## src/rtl/compare_pkg.sv

```systemverilog
// compare_pkg: shared constants and types for the shared compare arbiter.
//   CMP_N_DEF    - default operand width
//   CMP_NREQ_DEF - default requester count
//   cmp_result_t - one-hot Less/More/Equal result held in the output register
package compare_pkg;

   localparam int CMP_N_DEF    = 16;
   localparam int CMP_NREQ_DEF = 4;

   typedef struct packed {
      logic less;
      logic more;
      logic equal;
   } cmp_result_t;

endpackage

```

## src/rtl/mag_compare.sv

```systemverilog
// mag_compare: purely combinational N-bit unsigned magnitude comparator.
//   x, y   in  N  operands (unsigned)
//   less   out 1  x < y
//   more   out 1  x > y
//   equal  out 1  x == y
module mag_compare #(
   parameter int N = 16
) (
   input  logic [N-1:0] x,
   input  logic [N-1:0] y,
   output logic         less,
   output logic         more,
   output logic         equal
);

   assign less  = (x < y);
   assign more  = (x > y);
   assign equal = (x == y);

endmodule

```

## src/rtl/shared_compare_arbiter.sv

```systemverilog
// shared_compare_arbiter: round-robin arbiter sharing one magnitude comparator
// among NREQ requesters, with a single-entry backpressured result register.
//   clk, rst_n        clock, async active-low reset
//   req_valid/ready   per-requester job handshake (ready is one-hot or zero)
//   req_x, req_y      packed operands, requester i in bits [i*N +: N]
//   rsp_valid/ready   result register handshake
//   rsp_id            requester that owns the held result
//   rsp_less/more/equal  registered unsigned compare flags
//   grant_count       saturating count of accepted jobs
module shared_compare_arbiter
   import compare_pkg::*;
#(
   parameter  int N    = CMP_N_DEF,
   parameter  int NREQ = CMP_NREQ_DEF,
   localparam int ID_W = $clog2(NREQ)
) (
   input  logic              clk,
   input  logic              rst_n,
   input  logic [NREQ-1:0]   req_valid,
   input  logic [NREQ*N-1:0] req_x,
   input  logic [NREQ*N-1:0] req_y,
   output logic [NREQ-1:0]   req_ready,
   output logic              rsp_valid,
   input  logic              rsp_ready,
   output logic [ID_W-1:0]   rsp_id,
   output logic              rsp_less,
   output logic              rsp_more,
   output logic              rsp_equal,
   output logic [15:0]       grant_count
);

   // Doubled request vector; the top copy omits its MSB since a search
   // starting at rr_ptr never reaches past index 2*NREQ-2.
   localparam int DW = 2*NREQ-1;

   logic              rsp_valid_q, rsp_valid_d;
   cmp_result_t       res_q, res_d;
   logic [ID_W-1:0]   id_q, id_d;
   logic [ID_W-1:0]   rr_ptr_q, rr_ptr_d;
   logic [15:0]       cnt_q, cnt_d;

   logic [DW-1:0]     dbl;
   logic              free, found, handshake;
   logic [ID_W-1:0]   gnt_idx;
   logic [N-1:0]      sel_x, sel_y;
   cmp_result_t       cmp_res;

   assign dbl  = {req_valid[NREQ-2:0], req_valid};
   assign free = !rsp_valid_q || rsp_ready;

   // Priority encode from rr_ptr upward; the doubled vector handles the wrap.
   always_comb begin
      found   = 1'b0;
      gnt_idx = '0;
      for (int k = 0; k < NREQ; k++) begin
         int p;
         p = int'(rr_ptr_q) + k;
         if (!found && ((dbl >> p) & DW'(1)) != '0) begin
            found   = 1'b1;
            gnt_idx = ID_W'((p >= NREQ) ? p - NREQ : p);
         end
      end
   end

   // rst_n gating keeps req_ready low while reset is held, even though
   // the empty register would otherwise look free.
   assign handshake = free && found && rst_n;
   assign req_ready = handshake ? (NREQ'(1) << gnt_idx) : '0;

   // Operand mux into the single shared comparator.
   always_comb begin
      sel_x = '0;
      sel_y = '0;
      for (int i = 0; i < NREQ; i++) begin
         if (gnt_idx == ID_W'(i)) begin
            sel_x = req_x[i*N +: N];
            sel_y = req_y[i*N +: N];
         end
      end
   end

   mag_compare #(.N(N)) u_cmp (
      .x     (sel_x),
      .y     (sel_y),
      .less  (cmp_res.less),
      .more  (cmp_res.more),
      .equal (cmp_res.equal)
   );

   // A load takes priority over a drain, so drain+load keeps rsp_valid high.
   always_comb begin
      rsp_valid_d = rsp_valid_q;
      res_d       = res_q;
      id_d        = id_q;
      rr_ptr_d    = rr_ptr_q;
      cnt_d       = cnt_q;
      if (handshake) begin
         rsp_valid_d = 1'b1;
         res_d       = cmp_res;
         id_d        = gnt_idx;
         rr_ptr_d    = (gnt_idx == ID_W'(NREQ-1)) ? '0 : gnt_idx + ID_W'(1);
         if (cnt_q != 16'hFFFF) cnt_d = cnt_q + 16'd1;
      end else if (rsp_ready) begin
         rsp_valid_d = 1'b0;
      end
   end

   always_ff @(posedge clk or negedge rst_n) begin
      if (!rst_n) begin
         rsp_valid_q <= 1'b0;
         res_q       <= '0;
         id_q        <= '0;
         rr_ptr_q    <= '0;
         cnt_q       <= '0;
      end else begin
         rsp_valid_q <= rsp_valid_d;
         res_q       <= res_d;
         id_q        <= id_d;
         rr_ptr_q    <= rr_ptr_d;
         cnt_q       <= cnt_d;
      end
   end

   assign rsp_valid   = rsp_valid_q;
   assign rsp_id      = id_q;
   assign rsp_less    = res_q.less;
   assign rsp_more    = res_q.more;
   assign rsp_equal   = res_q.equal;
   assign grant_count = cnt_q;

endmodule

```

## config.mk

```make
export PLATFORM = sky130hd
export DESIGN_NAME = shared_compare_arbiter
export DESIGN_NICKNAME = d
export VERILOG_FILES = /design/src/rtl/compare_pkg.sv /design/src/rtl/mag_compare.sv /design/src/rtl/shared_compare_arbiter.sv
export SDC_FILE = /design/constraint.sdc
export NUM_CORES = 1
export LEC_CHECK = 0
export CAP_MARGIN = 20
export CORE_MARGIN = 2
export CORE_UTILIZATION = 41
export DETAILED_ROUTE_END_ITERATION = 8
export HOLD_SLACK_MARGIN = 0.08
export PLACE_DENSITY = 0.87
export RECOVER_POWER = 25
export SYNTH_ARGS = -nofsm -noshare
export SYNTH_HDL_FRONTEND = slang
export SYNTH_HIERARCHICAL = 1
export SYNTH_SLANG_ARGS = --single-unit
```

## constraint.sdc

```tcl
create_clock -name clk -period 10.68 [get_ports clk]
set_clock_uncertainty 0.05 [all_clocks]
set_input_delay 3.204 -clock clk [delete_from_list [all_inputs] [get_ports clk]]
set_output_delay 3.204 -clock clk [all_outputs]
set_load 0.03 [all_outputs]
```

### After elaboration in Yosys (flattened, before gate mapping)

Index checks and enable logic that the tools add are counted.

| cells by class | value |
|---|---|
| $add $sub $neg | 9 |
| magnitude comparators | 6 |
| equal/unequal tests | 5 |
| shift-type cells | 5 |
| mux-type cells | 24 |
| reduce and logical (&&, ||, !) cells | 13 |

Operator list:

| cell | number |
|---|---|
| two-way mux 16 bit | 8 |
| right shift 7 x 3 -> 1 bit | 3 |
| two-way mux 2 bit | 9 |
| adder 16 x 1 -> 16 bit, second input constant | 1 |
| == test 16 bit | 1 |
| greater-than comparator 16 bit | 1 |
| less-than comparator 16 bit | 1 |
| != test 16 bit, second input constant | 1 |
| greater-or-equal comparator 3 bit, second input constant | 3 |
| subtractor 2 x 1 -> 2 bit, second input constant | 4 |
| right shift 7 x 2 -> 1 bit | 1 |
| adder 2 x 2 -> 3 bit, second input constant | 2 |
| two-way mux 1 bit | 6 |
| logical AND 1 bit | 5 |
| == test 2 bit, second input constant | 2 |
| logical NOT 1 bit | 4 |
| two-way mux 4 bit | 1 |
| << shifter 1 x 2 -> 4 bit, first input constant | 1 |
| adder 2 x 1 -> 3 bit, second input constant | 1 |
| greater-or-equal comparator 2 x 3 -> 1 bit, second input constant | 1 |
| adder 2 x 1 -> 2 bit, second input constant | 1 |
| == test 2 x 1 -> 1 bit, second input constant | 1 |
| logical NOT 2 bit | 1 |
| AND reduction 2 bit | 1 |
| other kinds (2) | 2 |

| word-level totals | value |
|---|---|
| flip-flop bits (word level) | 24 |
| input port bits | 135 |
| output and inout port bits | 26 |
| logic and storage cells | 69 |

### Longest topological paths before layout

| logic depth | value |
|---|---|
| word-level depth | 17 |
| depth in mapped cells | 17 |
| depth with buffers taken out | 16 |

### Hierarchy

The synthesis kept the hierarchy.

Modules (own cells, without submodules):

| module | instances | cells an instance | area each (um2) | seq. area each (um2) |
|---|---|---|---|---|
| shared_compare_arbiter | 1 | 286 | 2233.4 | 600.6 |
| mag_compare | 1 | 58 | 412.9 | 0.0 |

### Least setup slack after synthesis

No wires, ideal clock.

| timing path | value |
|---|---|
| path type | input-to-output |
| start point | input req_valid[2] |
| end point | output req_ready[3] |
| arrival time | 4.797 ns |
| required time | 7.426 ns |
| slack | 2.629 ns |
| stages on the path | 7 |
| buffers on the path | 2 |
| cell sequence | mux2i_1 nor2_1 nor3_1 ha_1 clkbuf_1 clkbuf_1 and2_1 |

| on the way | value |
|---|---|
| elaborated cells on any way between the ends | 22 |
| classes of those cells | shift: 5; mux: 9; reduce/logical: 8 |

RTL lines:

| what | line | text |
|---|---|---|
| start, declared | shared_compare_arbiter.sv:19 | `input logic [NREQ-1:0] req_valid,` |
| right shift 7 x 2 -> 1 bit | shared_compare_arbiter.sv:58 | `if (!found && ((dbl >> p) & DW'(1)) != '0) begin` |
| two-way mux 1 bit | shared_compare_arbiter.sv:58 |  |
| logical NOT 1 bit | shared_compare_arbiter.sv:58 |  |
| logical AND 1 bit | shared_compare_arbiter.sv:58 |  |
| two-way mux 1 bit | shared_compare_arbiter.sv:58 |  |
| logical NOT 1 bit | shared_compare_arbiter.sv:58 |  |
| logical AND 1 bit | shared_compare_arbiter.sv:58 |  |
| two-way mux 1 bit | shared_compare_arbiter.sv:58 |  |
| logical NOT 1 bit | shared_compare_arbiter.sv:58 |  |
| logical AND 1 bit | shared_compare_arbiter.sv:58 |  |
| two-way mux 2 bit (*) | shared_compare_arbiter.sv:58 |  |
| named net gnt_idx[0] | shared_compare_arbiter.sv:44 | `logic [ID_W-1:0] gnt_idx;` |
| << shifter 1 x 2 -> 4 bit (*) | shared_compare_arbiter.sv:68 | `assign req_ready = handshake ? (NREQ'(1) << gnt_idx) : '0;` |
| two-way mux 4 bit (*) | shared_compare_arbiter.sv:68 |  |
| end, declared | shared_compare_arbiter.sv:22 | `output logic [NREQ-1:0] req_ready,` |

The timed path passes the listed nets; every way through them passes the cells marked *.

### Worst setup path in the final report

| timing path | value |
|---|---|
| start point | input rst_n |
| end point | output req_ready[3] |

| on the way | value |
|---|---|
| word-level cells in the longest chain between the ends | 2 |

RTL lines:

| what | line | text |
|---|---|---|
| start, declared | shared_compare_arbiter.sv:18 | `input logic rst_n,` |
| logical AND 1 bit | shared_compare_arbiter.sv:67 | `assign handshake = free && found && rst_n;` |
| two-way mux 4 bit | shared_compare_arbiter.sv:68 |  |

No other way between the ends.

==> results.yml <==
outcome:
  status: "complete, no violations"
layout:
  final_util_pct: 69.2
  layout.nets: 646
  syn2layout_area_growth_pct: 65.1
  mostFrequentLayoutCells: "159 x clkdlybuf4s50_1, 59 x nand2_1, 33 x nor2b_1, 31 x a221oi_1, 31 x o31ai_1"
  drive_gt1_share_pct: 4.70
  fin_cells: 567
  mostFrequentLayoutCell: "clkdlybuf4s50_1"
floorplan:
  fp.coreArea_um2: 6310
  dieWidth_um: 84.3
  fp.dieArea_um2: 7110
  die_h_um: 84.3
  rows: 29
  start_util_pct: 41.9
  io_pins: 161
drt:
  vias: 3183
  wl_per_cell_um: 17.0
  dr.pass1.iters: 4
  vias_per_cell: 5.61
  antenna_left: 0
  route.detailed.drc: 0
  first_iter_violations: 140
  wl_um: 9650
cts:
  insertion_delay_ns: 0.27
  cts_made_buffers: 3
  cts.sinks: 24
  ctsHoldBuffers: 0
  cts.clk_slew.worst_paths_ns: 0.08
  root_buffer: "clkbuf_8"
  ctsHtreeMaxLevel: 1
  cts_max_path_buffers: 2
  post_cts_buffers: 0
  cts_tree: "yes"
  cts_resized: 0
sta:
  report.final.slew_viol_count: 0
  post-route-period-util_pct: 83.3
  tns_ns: 0
  fin_hold_ws_ns: 0.448
  setup_viol: 0
  clock.fmax_mhz: 112
  period_needed_ns: 8.89
  hold_viol: 0
  relSlewSlack_pct: 59.7
  worst_pin_slew_ns: 0.599
  rsz0062_at_grt: "no"
global_routing:
  track_usage_pct: 26.3
  grt_use_met2_pct: 48.0
  antenna_found_initial: 1
  grt_pass1_wl_um: 15600
  grt_max_degree: 65
  gr-usage-met3_pct: 5.31
  grt_pass1_vias: 3305
  use_met1_pct: 30.3
  top_usage_layer: "met2"
  overflow: 0
placed_design:
  io_buffers: 160
  gp_congestion: 0.889
  dpl.cell_count: 562
  dp_hpwl_um: 7500
worst_setup_path:
  path_max_fanout: 25
  path_cells: "dlygate4sd3_1 > buf_4 > o41ai_2 > nor2_1 > and2_1 > clkdlybuf4s50_1"
  startpoint_type: "input port"
  cp_slowest_cell: "clkdlybuf4s50_1"
  end_kind: "output port"
  required_ns: 7.43
  critical_path.startpoint: "rst_n"
  crit-reg2reg-launch: "rr_ptr_q[1]"
  critical_path_class: "input port to output port"
  slowest_delay_ns: 0.67
  cp.arrival_ns: 5.64
yosys:
  synth_top_area_share_pct: 22.7
  syn_inst: 344
  syn_nets: 500
  synth.area.top_cells: "dfrtp_1 23%, a221oi_1 10%, ha_1 9.9%, o31ai_1 8.8%, nand2_1 8.4%"
  ys_warn_count: 6
  syn-cell-area_um2: 2650
  ys_ff_latch: 24
  yosysTopAreaCell: "dfrtp_1"
  ys_seq_area_share_pct: 22.7
  synth_cell_types: 41
  avgSynthCellArea_um2: 7.69
flow_run:
  maxCapViolCount: 0
worst_hold_path:
  worstHoldPathType: "flip-flop to flip-flop"
  worstHoldStart: "rsp_id[0]"
pwr:
  power-per-cell-area_nw_per_um2: 177
  p_total_w: 0.000772
  vdd_drop_max_mv: 0.194
  p_leak_nw: 1.71
cells by family after synthesis:
logic type | count (synthesis) | share of synthesized area (%)
AND/OR/NAND/NOR | 146 | 28.8
XOR/XNOR | 11 | 3.64
adder cells (fa/ha/maj) | 21 | 9.93
multiplexers | 5 | 2.08
flip-flops | 24 | 22.7
buffers and inverters | 46 | 6.71
AO/OA/AOI/OAI | 91 | 26.1
cell usage after synthesis, drive strengths merged:
library cell  count
nor3             11
nand2            59
o21ai             5
xnor2             4
or2               2
o21a              1
and3              2
nand3b            1
o211ai            1
a31oi             2
nand2b            4
ha               21
nor2             11
mux2i             1
nand3             3
nor4              3
nand4            10
nor2b            34
o41ai             1
o31ai            31
o22ai             1
a221oi           31
clkbuf           22
mux2              4
a21oi            12
xor2              7
a22oi             1
or4               1
buf               2
dfrtp            24
a2111o            1
inv              22
and2              5
a211oi            1
o2111ai           3
where the power goes:
group / total (W) / leakage, nW / switching [W] / internal, W
Combinational: 0.000545 / 1.38 / 0.000301 / 0.000244
Clock: 0.0000798 / 0.0357 / 0.0000297 / 0.0000501
Sequential: 0.000147 / 0.301 / 0.0000321 / 0.000115
critical path: cells and delay by family:
kind	cells	cell delay [ns]
buf+inv	3	1.51
simple gates	2	0.72
compound gates	1	0.19
layout make-up:
| type | instances | area [um^2] |
|---|---|---|
| repair buffers | 165 | 1640 |
| clock buffers | 3 | 41.3 |
| clock inverters | 1 | 30.0 |
| flip-flops and latches | 24 | 601 |
| multi-input cells | 274 | 1880 |
| well taps | 77 | 96.3 |
| diodes | 1 | 2.50 |
| fillers | 515 | 1950 |
| inverters | 22 | 82.6 |
sequential cells by signal, summed over array words and instances, names as in the netlist:
name / count
rsp_less: 1
rsp_equal: 1
rsp_id: 2
rsp_valid: 1
grant_count: 16
rr_ptr_q: 2
rsp_more: 1
stage by stage:
stage	area, um^2	worst slack (ns)
after floorplan	2650	2.63
after global placement	4290	1.87
after detailed placement	4290	1.78
after CTS	4370	1.76
after global routing	4370	1.65
final	4370	1.79
final timing paths:
check | endpoint | slack [ns] | depth (start not counted)
max in group asynchronous | rsp_id[1] | 7.01 | 2
hold / removal | rsp_id[0] | 0.45 | 2
setup / recovery | req_ready[3] | 1.79 | 6
setup reg to reg | rsp_more | 6.55 | 16
min in group asynchronous | grant_count[3] | 3.32 | 2
hold reg to reg | rsp_id[0] | 0.45 | 2
metal layers:
layer / share of wire, % / wire length (um)
met5: 0 / 0
met4: 2.5 / 240
met3: 7.1 / 685
met2: 51 / 4910
met1: 39 / 3810
(Power assumes the default switching activity.)
